==> config.mk <==
export PLATFORM = sky130hd
export DESIGN_NAME = core_mdu_sequencer
export DESIGN_NICKNAME = d
export VERILOG_FILES = /design/src/rtl/core_mdu_sequencer.sv
export SDC_FILE = /design/constraint.sdc
export NUM_CORES = 1
export LEC_CHECK = 0
export CORE_AREA = 2 2 159 161
export DETAILED_ROUTE_END_ITERATION = 12
export DIE_AREA = 0 0 161 163
export PLACE_DENSITY = 0.85
export SYNTH_ARGS = -nofsm -noshare
export SYNTH_HDL_FRONTEND = slang
export SYNTH_SLANG_ARGS = --single-unit
==> constraint.sdc <==
create_clock -name g_clk -period 2.45 [get_ports g_clk]
set_input_delay 0.49 -clock g_clk [delete_from_list [all_inputs] [get_ports g_clk]]
set_output_delay 0.49 -clock g_clk [all_outputs]
set_load 0.01 [all_outputs]
==> src/rtl/core_mdu_sequencer.sv <==
// Request/response sequencer for a multi-cycle multiply/divide unit.
// Handles divide-by-zero locally, bounds MDU wait with a timeout, and flushes the MDU after each use.
module core_mdu_sequencer #(
  parameter int XLEN    = 64,
  parameter int TIMEOUT = 200
) (
  input  logic            g_clk,
  input  logic            g_resetn,
  input  logic            flush,
  input  logic            req_valid,
  output logic            req_ready,
  input  logic [2:0]      req_op,
  input  logic            req_word,
  input  logic [XLEN-1:0] req_rs1,
  input  logic [XLEN-1:0] req_rs2,
  output logic            rsp_valid,
  input  logic            rsp_ready,
  output logic [XLEN-1:0] rsp_rd,
  output logic            rsp_err,
  output logic            mdu_valid,
  output logic            mdu_flush,
  output logic            mdu_op_mul,
  output logic            mdu_op_mulh,
  output logic            mdu_op_mulhsu,
  output logic            mdu_op_mulhu,
  output logic            mdu_op_div,
  output logic            mdu_op_divu,
  output logic            mdu_op_rem,
  output logic            mdu_op_remu,
  output logic            mdu_op_word,
  output logic [XLEN-1:0] mdu_rs1,
  output logic [XLEN-1:0] mdu_rs2,
  input  logic            mdu_ready,
  input  logic [XLEN-1:0] mdu_rd
);

  localparam int CNT_W = $clog2(TIMEOUT + 1);

  typedef enum logic [1:0] {IDLE, RUN, DONE, CLEAR} state_t;

  state_t            state, state_nxt;
  logic [2:0]        op_q;
  logic              word_q;
  logic              fast_q;
  logic [CNT_W-1:0]  cnt;
  logic              accept;
  logic              div_zero;
  logic              fast_path;
  logic              timeout_hit;

  // Divide-by-zero result: quotient is all ones, remainder is the dividend.
  function automatic logic [XLEN-1:0] fast_result(input logic [2:0] op, input logic word,
                                                  input logic [XLEN-1:0] rs1);
    if (!op[1])
      return '1;
    else if (word)
      return {{(XLEN-32){rs1[31]}}, rs1[31:0]};
    else
      return rs1;
  endfunction

  assign accept      = req_valid && req_ready;
  assign div_zero    = req_word ? (req_rs2[31:0] == 32'd0) : (req_rs2 == '0);
  assign fast_path   = req_op[2] && div_zero;
  assign timeout_hit = (cnt == CNT_W'(TIMEOUT - 1));

  always_ff @(posedge g_clk or negedge g_resetn) begin
    if (!g_resetn) state <= IDLE;
    else           state <= state_nxt;
  end

  always_comb begin
    state_nxt = state;
    case (state)
      IDLE:  if (accept) state_nxt = fast_path ? DONE : RUN;
      RUN:   if (flush) state_nxt = CLEAR;
             else if (mdu_ready || timeout_hit) state_nxt = DONE;
      DONE:  if (flush) state_nxt = CLEAR;
             else if (rsp_ready) state_nxt = fast_q ? IDLE : CLEAR;
      CLEAR: state_nxt = flush ? CLEAR : IDLE;
      default: state_nxt = IDLE;
    endcase
  end

  // req_ready is also gated by reset so it reads 0 while reset is held.
  always_comb begin
    req_ready     = (state == IDLE) && !flush && g_resetn;
    rsp_valid     = (state == DONE);
    mdu_valid     = (state == RUN);
    mdu_flush     = flush || (state == CLEAR);
    mdu_op_mul    = 1'b0;
    mdu_op_mulh   = 1'b0;
    mdu_op_mulhsu = 1'b0;
    mdu_op_mulhu  = 1'b0;
    mdu_op_div    = 1'b0;
    mdu_op_divu   = 1'b0;
    mdu_op_rem    = 1'b0;
    mdu_op_remu   = 1'b0;
    mdu_op_word   = 1'b0;
    if (state == RUN) begin
      mdu_op_word = word_q;
      case (op_q)
        3'd0: mdu_op_mul    = 1'b1;
        3'd1: mdu_op_mulh   = 1'b1;
        3'd2: mdu_op_mulhsu = 1'b1;
        3'd3: mdu_op_mulhu  = 1'b1;
        3'd4: mdu_op_div    = 1'b1;
        3'd5: mdu_op_divu   = 1'b1;
        3'd6: mdu_op_rem    = 1'b1;
        default: mdu_op_remu = 1'b1;
      endcase
    end
  end

  always_ff @(posedge g_clk or negedge g_resetn) begin
    if (!g_resetn) begin
      op_q    <= '0;
      word_q  <= 1'b0;
      fast_q  <= 1'b0;
      mdu_rs1 <= '0;
      mdu_rs2 <= '0;
      cnt     <= '0;
      rsp_rd  <= '0;
      rsp_err <= 1'b0;
    end else begin
      if (accept) begin
        op_q    <= req_op;
        word_q  <= req_word;
        mdu_rs1 <= req_rs1;
        mdu_rs2 <= req_rs2;
        fast_q  <= fast_path;
        cnt     <= '0;
        if (fast_path) begin
          rsp_rd  <= fast_result(req_op, req_word, req_rs1);
          rsp_err <= 1'b0;
        end
      end
      if (state == RUN) begin
        if (cnt != CNT_W'(TIMEOUT)) cnt <= cnt + 1'b1;
        if (!flush && mdu_ready) begin
          rsp_rd  <= mdu_rd;
          rsp_err <= 1'b0;
        end else if (!flush && timeout_hit) begin
          rsp_rd  <= '0;
          rsp_err <= 1'b1;
        end
      end
    end
  end

endmodule

; ---- Yosys cells after proc, flatten, opt, wreduce, memory -nomap -nowiden
; Index checks and enable logic that the tools add are counted.
[totals]
in_bits = 202
ff_bits = 208
out_inout_bits = 206
[op_classes]
muxes = 42
n_eq_ne = 14
n_reduce_logical = 15
addsub = 1
[op_table]
columns = operator, count
row1 = $mux 64, 7
row2 = $logic_not 64->1, 1
row3 = $logic_not 32->1, 1
row4 = $mux 8, 3
row5 = $mux 1, 23
row6 = $mux 2, 8
row7 = $eq 3x3->1 const B, 3
row8 = $add 8x1->8 const B, 1
row9 = $eq 8x8->1 const B, 1
row10 = $ne 8x8->1 const B, 1
row11 = $pmux 2 s4, 1
row12 = $reduce_or 7->1, 1
row13 = $eq 3x2->1 const B, 2
row14 = $logic_and 1x1->1, 6
row15 = $ne 3x2->1 const B, 2
row16 = $eq 2x2->1 const B, 2
row17 = $eq 3x1->1 const B, 1
row18 = $logic_not 3->1, 1
row19 = $reduce_and 3->1, 1
row20 = $eq 2x1->1 const B, 1
row21 = $logic_not 2->1, 1
row22 = $logic_or 1x1->1, 2
row23 = $ne 2x2->1 const B, 1
row24 = $logic_not 1->1, 1

; ---- Logic depth before layout (Yosys ltp)
; Gate-level depths: netlist of the first run.
[depth]
depth_word = 8
depth_mapped = 8
mapped_depth_nobuf = 7

; ---- Least setup slack after synthesis of the first run
; No wires, ideal clock.
[synth_path]
kind = input to register
startpoint = in flush
endpoint = reg rsp_rd[10]
setup_slack_ps = 546
path_stages = 7
path_buffers = 2
arrival_ps = 1779
setup_ps = 125
path_cell_list = buf_2 > nand3b_1 > nor3_4 > clkbuf_1 > nand3b_1 > o41ai_2 > o21ai_1
[synth_via]
elab_chain_len = 8
elab_cells_between_ends = 10
classes_between = 4 x mux / 6 x reduce/logical
[synth_rtl]
columns = item, line
row1 = start: declaration, 9  ; input logic flush,
row2 = $logic_not 1->1 (*), "87, 140, 143"
row3 = $logic_and 1x1->1 (2 in a row), 87  ; req_ready = (state == IDLE) && !flush && g_resetn;
row4 = $logic_and 1x1->1, 62  ; assign accept = req_valid && req_ready;
row5 = $mux 64, 126  ; if (accept) begin
row6 = $mux 64, 143  ; end else if (!flush && timeout_hit) begin
row7 = $mux 64, 140  ; if (!flush && mdu_ready) begin
row8 = $mux 64 (*), 138  ; if (state == RUN) begin
row9 = end signal: assignment, 134  ; rsp_rd <= fast_result(req_op, req_word, req_rs1);
row10 = end signal: assignment, 141  ; rsp_rd <= mdu_rd;
row11 = end: declaration, 18  ; output logic [XLEN-1:0] rsp_rd,
; Every way passes the cells marked *; elsewhere a longest branch is shown, timed or not.
; A chain may end at the register's enable or synchronous reset.

; ---- Worst setup path after layout of the first run
[layout_path]
startpoint = in req_rs2[33]
endpoint = reg rsp_rd[34]
[layout_via]
elab_chain_len = 8
[layout_rtl]
columns = item, line
row1 = start: declaration, 15  ; input logic [XLEN-1:0] req_rs2,
row2 = $logic_not 64->1 (*), 63  ; assign div_zero = req_word ? (req_rs2[31:0] == 32'd0) : (req_rs2 == '0);
row3 = $mux 1 (*), 63
row4 = $logic_and 1x1->1 (*), 64  ; assign fast_path = req_op[2] && div_zero;
row5 = $mux 64 (*), 133  ; if (fast_path) begin
row6 = $mux 64 (*), 126
row7 = $mux 64, 143
row8 = $mux 64, 140
row9 = $mux 64 (*), 138
; Marked as above.

==> impl_metrics.py, run 1 <==
metrics = {
    "cts": {
        "clock_sinks": 208,
        "clock_latency_ns": 0.52,
        "root_buffer": "clkbuf_16",
        "numCtsBuffers": 24,
        "cts.reportedPaths.clkPinSlew_ns": 0.06,
        "cts_buffer_depth": 3,
        "cts_htree_levels": 1,
        "cts_tree": "done",
    },
    "timing": {
        "drv_slew": 0,
        "fin_crit_sh_pct": 96.2,
        "max-slew-margin-rel_pct": 42.6,
        "max_clock_freq_mhz": 424,
        "fin_hold_ws_ns": 0.366,
        "final.setup_skew_ns": 0.0116,
        "setup_tns_ns": 0,
        "rsz0062_at_grt": "no",
        "period_needed_ns": 2.36,
        "worst_pin_slew_ns": 0.860,
        "finalHoldViolations": 0,
        "setup_violations": 0,
    },
    "synth": {
        "synth-seq-cells": 208,
        "synth_area_leaders": "dfrtp_1 52%, nand2_1 16%, o41ai_2 4.7%",
        "synth_cell_types": 46,
        "yosysWarnings": 0,
        "synthArstFlopShare_pct": 100,
        "synth_top_area_share_pct": 51.9,
        "synth_area_leader_cell": "dfrtp_1",
        "synth_area_um2": 10000,
        "synth_edf_count": 0,
        "avgSynthCellArea_um2": 9.10,
        "synth_ff_type": "dfrtp_1",
        "synthCells": 1101,
        "syn_nets": 1305,
        "yosysSeqAreaShare_pct": 51.9,
    },
    "setup_path": {
        "slowest_delay_ns": 0.44,
        "crit_type": "primary input to flop",
        "path_buf_inv": 4,
        "cp_top_family": "buffers and inverters",
        "path_cells": "clkdlybuf4s50_1 > nor4_2 > buf_4 > nand4_1 > buf_4 > o21ai_4 > and2_2 > buf_12 > a211oi_1",
        "rr_startpoint": "cnt[4]$_DFF_PN0_",
        "r2r_cells": 6,
        "rrSetupSlack_ns": 0.38,
        "start_kind": "primary input",
        "path_common_cell": "buf_4",
        "r2r_end": "rsp_rd[2]$_DFF_PN0_",
        "cp.arrival_ns": 2.73,
        "end_kind": "flop",
        "cp_data_required_time_ns": 2.83,
        "cp_slowest_cell": "clkdlybuf4s50_1",
        "cp_max_fo": 34,
    },
    "place": {
        "place.gp.congestion": 0.911,
        "place_area_um2": 14700,
        "numPortBuffers": 407,
        "place_hpwl_um": 25100,
    },
    "cells_and_area": {
        "final_common_cell": "nand2_1",
        "register_area_um2": 5200,
        "multi_input_area_um2": 4370,
        "drive_above_1_share_pct": 11.4,
        "fin_nets": 1708,
        "layout_common_cells": "438 x nand2_1, 396 x clkdlybuf4s50_1, 208 x dfrtp_1",
        "post-route-cell-area_um2": 15600,
        "antennaDiodeCount": 0,
        "fillers": 1952,
        "syn_to_final_growth_pct": 55.1,
    },
    "floorplan": {
        "rows": 58,
        "start_util_pct": 40.6,
        "fp.dieW_um": 161,
        "core_area_um2": 24700,
        "die_area_um2": 26200,
        "io_pins": 408,
        "die_y_um": 163,
    },
    "grt": {
        "grt_pass1_wl_um": 54300,
        "grtUsageTotal_pct": 25.9,
        "antenna_found_initial": 0,
        "grt_max_degree": 153,
        "grt_pass1_vias": 9978,
        "grt_overflow": 0,
    },
    "power": {
        "peakVddDrop_mv": 0.725,
        "power_density_nw_per_um2": 1100,
        "p_total_mw": 17.1,
        "leakage_nw": 6.91,
    },
    "status": {
        "outcome": "finished, final reports clean",
    },
    "flow_run": {
        "maxCapViolCount": 0,
    },
    "drt": {
        "drt-vias-per-instance": 5.38,
        "drt_iter0_drc": 857,
        "wl_um": 35500,
        "remaining_drc_errors": 0,
        "dr.pass1.iters": 5,
        "vias": 9933,
        "routedWlPerCell_um": 19.2,
        "ant_nets": 0,
    },
    "hold_path": {
        "timing.hold.worst.class": "primary input to async pin",
    },
}
==> worst max-delay path by stage <==
stage | startpoint | to | slack, ns | depth (start not counted)
global route | state[1]$_DFFE_PN0P_ | mdu_op_mulh | 0.02 | 4
global placement | req_rs2[57] | state[1]$_DFFE_PN0P_ | -0.46 | 8
finish | req_rs2[33] | rsp_rd[34]$_DFF_PN0_ | 0.09 | 9
CTS | state[1]$_DFFE_PN0P_ | mdu_op_div | 0.005 | 5
floorplan | flush | rsp_rd[10]$_DFF_PN0_ | 0.55 | 7
detailed placement | req_rs2[57] | state[1]$_DFFE_PN0P_ | -0.52 | 8
==> power breakdown <==
| group | switching (mW) | total, mW | internal (mW) |
|---|---|---|---|
| clock | 1.43 | 3.58 | 2.16 |
| combinational | 3.35 | 7.42 | 4.07 |
| sequential | 1.05 | 6.13 | 5.08 |
| total | 5.82 | 17.1 | 11.3 |
==> synth_stat cells (all sizes together), types with 3 or more instances <==
cell and instances:
nor4 16, dfrtp 208, buf 49, o21ai 75, nor3 7, a211oi 64, nand2 440, o31ai 4
nand3 5, clkbuf 43, nor2 14, and2 3, nand3b 34, nand4 5, o41ai 33, mux2i 3
nor4b 3, inv 7, a21oi 66
==> cell type report <==
type	instances	share of cell area, %
multi-input cells	793	28.1
clock inverters	4	0.314
well taps	330	2.66
clock buffers	35	4.71
flip-flops and latches	208	33.5
inverters	8	0.193
repair buffers	469	30.5
==> what timing repair did <==
action / 4_1_cts / 5_1_grt
setup buffers: 1 / 1
pin swaps: 0 / 1
hold endpoints to repair: 1 / 0
resized for setup: 11 / 3
hold buffers: 1 / 0
endpoints found under the setup margin: 15 / 7
==> flip-flops by register name, indices dropped and copies added, names as in the netlist <==
register,count
state,2
cnt,8
rsp_err,1
mdu_rs2,64
word_q,1
rsp_rd,64
fast_q,1
op_q,3
mdu_rs1,64
==> layer usage <==
layer / vias up / part of all wire (%) / track usage [%]
met5: - / 0 / 0
met4: 0 / 3.7 / 9.58
met3: 89 / 8.4 / 5.83
met2: 523 / 49 / 44.7
met1: 4772 / 39 / 31.9
li1: 4549 / - / -
==> cells by family after synthesis <==
| family | share of synthesized area (%) |
|---|---|
| and+or+nand+nor | 23.2 |
| AOI/OAI and AO/OA | 19.2 |
| DFF | 51.9 |
| buffers and inverters | 5.04 |
| muxes | 0.300 |
| adders and majority gates | 0.250 |
| xor gates and xnor gates | 0.0874 |
==> worst reg2reg max path, cell delays in order, from the launching register on <==
cell and delay, ns:
dfrtp_1 0.43, nand4bb_1 0.28, o31ai_1 0.50, nand2_2 0.21
buf_4 0.30, o41ai_1 0.14, o21ai_1 0.10
==> through the flow <==
stage | util (%) | instances | setup slack, ns
2_1_floorplan | - | 1101 | 0.546
4_1_cts | 62.9 | 1846 | 0.00545
5_1_grt | 63.0 | 1847 | 0.0177
6_report | 63.0 | 1847 | 0.0942
3_5_place_dp | 59.7 | 1805 | -0.523
3_3_place_gp | 59.7 | 1805 | -0.461
Power figures use the tool's default switching activity.
==> run 2: changes to the inputs <==
--- a/config.mk
+++ b/config.mk
@@ -5,10 +5,11 @@
 export SDC_FILE = /design/constraint.sdc
 export NUM_CORES = 1
 export LEC_CHECK = 0
-export CORE_AREA = 2 2 159 161
+export CORE_AREA = 2 2 158 160
 export DETAILED_ROUTE_END_ITERATION = 12
-export DIE_AREA = 0 0 161 163
-export PLACE_DENSITY = 0.85
+export DIE_AREA = 0 0 160 162
+export DONT_BUFFER_PORTS = 1
+export PLACE_DENSITY = 0.64
 export SYNTH_ARGS = -nofsm -noshare
 export SYNTH_HDL_FRONTEND = slang
 export SYNTH_SLANG_ARGS = --single-unit
==> run 2 against run 1 <==
Net effect:
- the flow now finishes with violations (hold timing)
- clock-buffer cell count decreased by 4
- flip-flop and latch count unchanged
- final area decreased by 29%
- clock skew increased by 0.0067 ns
- utilization decreased by 17 points
- combinational power decreased by 64%
- hold slack got worse by 0.70 ns
- first-iteration DRC count decreased by 2.3%
- maximum frequency increased by 1.7%
- worst setup slack improved by 0.038 ns
- largest power group is now registers
- critical path depth decreased by 5
==> impl_metrics.py, run 2 (synthesized netlist as in run 1, its figures left out) <==
metrics = {
    "cts": {
        "clock_sinks": 208,
        "postCtsSetupRepairBufs": 0,
        "cts_tree": "done",
        "cts.reportedPaths.clkPinSlew_ns": 0.06,
        "root_buffer": "clkbuf_16",
        "numCtsBuffers": 23,
        "clock_latency_ns": 0.52,
        "cts_buffer_depth": 3,
        "cts_htree_levels": 1,
    },
    "cells_and_area": {
        "syn_to_final_growth_pct": 10.7,
        "drive_above_1_share_pct": 13.3,
        "largest_registers": "mdu_rs1 x64, mdu_rs2 x64, rsp_rd x64",
        "antennaDiodeCount": 0,
        "fin_nets": 1268,
        "fillers": 2343,
        "post-route-cell-area_um2": 11100,
        "layout_common_cells": "438 x nand2_1, 207 x dfrtp_1, 66 x a21oi_1",
        "final_common_cell": "nand2_1",
    },
    "grt": {
        "grt_pass1_vias": 8020,
        "grt_pass1_wl_um": 47100,
        "antenna_found_initial": 0,
        "grt_overflow": 0,
        "grt_max_degree": 212,
        "grtUsageTotal_pct": 22.7,
    },
    "setup_path": {
        "cp_data_required_time_ns": 1.96,
        "setup.worst_path.start": "state[1]$_DFFE_PN0P_",
        "cp_slowest_cell": "dfrtp_1",
        "cp_max_fo": 7,
        "cp_top_family": "simple AND/OR/NAND/NOR gates",
        "crit_type": "flop to output pin",
        "start_kind": "flop",
        "slowest_delay_ns": 0.47,
        "rr_startpoint": "cnt[4]$_DFF_PN0_",
        "cp.arrival_ns": 1.83,
        "path_buf_inv": 1,
        "path_cells": "nand2b_4 > inv_2 > nand2_1 > nor3b_2",
        "end_kind": "output pin",
    },
    "timing": {
        "fin_hold_ws_ns": -0.336,
        "rsz0062_at_grt": "no",
        "setup_violations": 0,
        "drv_slew": 0,
        "period_needed_ns": 2.32,
        "max_clock_freq_mhz": 432,
        "max-slew-margin-rel_pct": 27.0,
        "worst_pin_slew_ns": 1.10,
        "finalHoldViolations": 208,
        "setup_tns_ns": 0,
        "fin_crit_sh_pct": 94.6,
        "final.setup_skew_ns": 0.0183,
    },
    "floorplan": {
        "io_pins": 408,
        "die_y_um": 162,
        "core_area_um2": 24100,
        "fp.dieW_um": 160,
        "start_util_pct": 41.6,
        "die_area_um2": 25900,
        "rows": 57,
    },
    "flow_run": {
        "maxCapViolCount": 0,
    },
    "drt": {
        "wl_met1_um": 11900,
        "wl_um": 30800,
        "highest_layer": "met4",
        "dr.pass1.iters": 7,
        "routedWlPerCell_um": 21.9,
        "met3_length_um": 3640,
        "wl_met2_um": 14400,
        "drt-vias-per-instance": 5.74,
        "ant_nets": 0,
        "remaining_drc_errors": 0,
        "vias": 8061,
        "drt_iter0_drc": 837,
    },
    "status": {
        "violations": "hold timing",
        "outcome": "finished, violations left",
    },
    "power": {
        "leakage_nw": 5.09,
        "power_density_nw_per_um2": 1190,
        "peakVddDrop_mv": 0.735,
    },
    "place": {
        "place_area_um2": 10400,
        "place.gp.congestion": 0.824,
        "numPortBuffers": 0,
        "place_hpwl_um": 20700,
    },
    "hold_path": {
        "timing.hold.worst.class": "primary input to async pin",
    },
}
-- run 2: cell count changes in the layout (fill, tap and decap cells not counted), moves of 2 or more --
cell             previous run  this run
buf_12                     17        11
buf_4                      44        19
clkbuf_1                    3         5
clkbuf_16                  25        23
clkbuf_8                    8         3
clkdlybuf4s50_1           396         0
clkinv_2                    2         7
dlygate4sd2_1               9         0
inv_6                       0         2
nor3b_1                     2         0
nor3b_2                     0         2
nor4_1                      9        11
-- run 2: per-stage QoR --
stage	hold WS [ns]	std cells	total power, mW	util, %	setup WS [ns]
after floorplan	0.194	1101	8.92	-	0.546
after global placement	0.200	1363	9.79	43.0	0.0714
after detailed placement	0.200	1363	9.93	43.0	0.0462
after CTS	-0.350	1404	13.4	46.0	0.0494
after global routing	-0.367	1404	14.1	46.0	0.0636
final	-0.336	1404	13.3	46.0	0.133
-- run 2: path summary, 6_finish.rpt --
path,endpoint,cells after the start,slack (ns)
setup / recovery,mdu_op_rem,4,0.13
hold / removal,mdu_rs1[53]$_DFFE_PN0P_,0,-0.34
setup reg to reg,rsp_rd[0]$_DFF_PN0_,6,0.48
hold reg to reg,cnt[7]$_DFF_PN0_,1,0.48
max in group asynchronous,mdu_rs1[47]$_DFFE_PN0P_,0,2.24
min in group g_clk,mdu_rs2[33]$_DFFE_PN0P_,2,0.07
-- run 2: area by class of cell --
type	count	area, µm²	share of cell area, %
sequential	208	5210	46.9
multi-input combinational	793	4370	39.4
clock buffer	31	636	5.73
tap	324	405	3.65
timing repair buffer	30	363	3.27
clock inverter	10	82.6	0.744
inverter	8	30.0	0.271
-- run 2: power breakdown --
part	leakage, nW	internal [mW]	switching (mW)	total (mW)
clock network	0.361	1.93	1.41	3.34
logic	2.15	1.16	1.49	2.65
registers	2.57	5.08	2.18	7.27
-- run 2: per-layer routing --
metal	vias to the layer above	track usage, %
met5	-	0
met4	0	6.51
met3	61	8.55
met2	452	36.7
met1	3874	28.8
li1	3674	-
-- run 2: timing repair --
item | 4_1_cts | 5_1_grt
gates resized for setup | 5 | 2
endpoints found under the setup margin | 5 | 2
hold endpoints to repair | 208 | 208
pin swaps | 0 | 2
==> run 3: changes to the inputs <==
--- a/config.mk
+++ b/config.mk
@@ -10,6 +10,7 @@
 export DIE_AREA = 0 0 160 162
 export DONT_BUFFER_PORTS = 1
 export PLACE_DENSITY = 0.64
+export SKIP_CTS_REPAIR_TIMING = 1
 export SYNTH_ARGS = -nofsm -noshare
 export SYNTH_HDL_FRONTEND = slang
 export SYNTH_SLANG_ARGS = --single-unit
==> run 3 against run 2 <==
Net effect:
- utilization stayed put
- clock power about the same
- sequential share of layout area stayed put
- worst setup slack improved by 0.0047 ns
- clock skew is 0.00050 ns higher
- via count grew 0.50%
- largest power group unchanged
- highest routed layer unchanged
- flip-flop and latch count unchanged
- sequential power hardly changed
- the run still ends with hold timing left
- first-iteration DRC count is 0.12% lower
- critical path depth unchanged
- non-clock buffer count stayed put
- global-route usage is essentially flat
==> impl_metrics.py, run 3 (synthesized netlist as in run 1, its figures left out) <==
metrics = {
    "status": {
        "outcome": "finished, violations left",
        "violations": "hold timing",
    },
    "power": {
        "p_total_mw": 13.3,
        "leakage_nw": 5.09,
        "clockPowerShare_pct": 25.2,
        "switchingPower_mw": 5.08,
        "sw_frac_of_total_pct": 38.3,
        "seqPwrFrac_pct": 54.8,
        "combPwrFrac_pct": 20.0,
        "power.internal_mw": 8.17,
        "peakVddDrop_mv": 0.735,
        "power_density_nw_per_um2": 1190,
    },
    "timing": {
        "rsz0062_at_grt": "no",
        "max_clock_freq_mhz": 432,
        "worst_pin_slew_ns": 1.10,
        "finalHoldViolations": 208,
        "drv_slew": 0,
        "fin_hold_ws_ns": -0.333,
        "fin_crit_sh_pct": 94.4,
        "period_needed_ns": 2.31,
        "final.setup_skew_ns": 0.0188,
        "setup_violations": 0,
        "max-slew-margin-rel_pct": 26.9,
    },
    "setup_path": {
        "rrSetupSlack_ns": 0.46,
        "r2r_cells": 6,
        "cp_max_fo": 7,
        "cp.arrival_ns": 1.82,
        "rr_startpoint": "cnt[4]$_DFF_PN0_",
        "setup.worst_path.start": "state[1]$_DFFE_PN0P_",
        "r2r_end": "rsp_rd[0]$_DFF_PN0_",
        "end_kind": "output pin",
        "start_kind": "flop",
        "cp_data_required_time_ns": 1.96,
        "endpoint": "mdu_op_rem",
        "crit_type": "flop to output pin",
    },
    "grt": {
        "grt_max_degree": 212,
        "grt_pass1_wl_um": 47100,
        "grt_overflow": 0,
        "grtUsageTotal_pct": 22.7,
        "grt_pass1_vias": 8030,
        "antenna_found_initial": 0,
    },
    "drt": {
        "drt-vias-per-instance": 5.77,
        "dr.pass1.iters": 5,
        "wl_um": 30700,
        "ant_nets": 0,
        "drt_iter0_drc": 836,
        "remaining_drc_errors": 0,
        "routedWlPerCell_um": 21.9,
        "vias": 8101,
    },
    "cells_and_area": {
        "final_common_cell": "nand2_1",
        "multi_input_area_um2": 4370,
        "layout_common_cells": "438 x nand2_1, 207 x dfrtp_1, 66 x a21oi_1",
        "fin_nets": 1268,
        "post-route-cell-area_um2": 11100,
        "syn_to_final_growth_pct": 10.7,
        "antennaDiodeCount": 0,
        "register_area_um2": 5210,
        "fillers": 2343,
        "largest_registers": "mdu_rs1 x64, mdu_rs2 x64, rsp_rd x64",
        "drive_above_1_share_pct": 13.3,
    },
    "cts": {
        "cts_htree_levels": 1,
        "numCtsBuffers": 23,
        "root_buffer": "clkbuf_16",
        "cts.reportedPaths.clkPinSlew_ns": 0.06,
        "cts_tree": "done",
        "clock_sinks": 208,
        "cts_buffer_depth": 3,
        "clock_latency_ns": 0.52,
    },
    "place": {
        "place_area_um2": 10400,
        "numPortBuffers": 0,
        "place_hpwl_um": 20700,
        "place.gp.congestion": 0.824,
    },
    "floorplan": {
        "core_area_um2": 24100,
        "start_util_pct": 41.6,
        "io_pins": 408,
        "rows": 57,
        "fp.dieW_um": 160,
        "die_area_um2": 25900,
        "die_y_um": 162,
    },
    "hold_path": {
        "timing.hold.worst.class": "primary input to async pin",
    },
    "flow_run": {
        "maxCapViolCount": 0,
    },
}
-- run 3: cell counts in the layout (fill, tap and decap cells not counted) --
Identical to the previous run, type by type.
-- run 3: power groups by stage --
stage	logic (mW)	clock network, mW	registers [mW]
2_1_floorplan	2.20	0	6.72
3_3_place_gp	2.50	0	7.29
3_5_place_dp	2.66	0	7.27
4_1_cts	2.66	3.43	7.26
5_1_grt	3.06	3.57	7.45
6_report	2.65	3.34	7.27
-- run 3: worst min path at each step --
stage / from / to
after CTS: g_resetn / mdu_rs1[53]$_DFFE_PN0P_
after global placement: g_resetn / mdu_rs1[53]$_DFFE_PN0P_
after detailed placement: g_resetn / mdu_rs1[53]$_DFFE_PN0P_
final: g_resetn / mdu_rs1[53]$_DFFE_PN0P_
after floorplan: g_resetn / cnt[0]$_DFF_PN0_
after global routing: g_resetn / mdu_rs1[53]$_DFFE_PN0P_
-- run 3: layer usage --
metal / track usage [%] / vias to the layer above / part of all wire [%]
met4: 6.63 / 0 / 2.7
met5: 0 / - / 0
met2: 36.6 / 473 / 47
li1: - / 3673 / -
met3: 8.58 / 61 / 12
met1: 28.8 / 3894 / 39
-- run 3: layout make-up --
cell class	count	share of cell area, %
Clock buffer	31	5.73
Clock inverter	10	0.744
Inverter	8	0.271
Multi-Input combinational cell	793	39.4
Sequential cell	208	46.9
Tap cell	324	3.65
Timing Repair Buffer	30	3.27
-- run 3: critical path, cell delays in order, from the launching register on --
cell and delay, ns:
dfrtp_1 0.47, nand2b_4 0.23, inv_2 0.13, nand2_1 0.15, nor3b_2 0.32
-- run 3: stage by stage --
step	worst slack [ns]	TNS (ns)	hold slack, ns	util, %	instances
floorplan	0.546	0	0.194	-	1101
CTS	-0.171	-0.494	-0.350	45.9	1404
detailed placement	0.0462	0	0.200	43.0	1363
global route	0.0629	0	-0.367	46.0	1404
finish	0.137	0	-0.333	46.0	1404
global placement	0.0714	0	0.200	43.0	1363
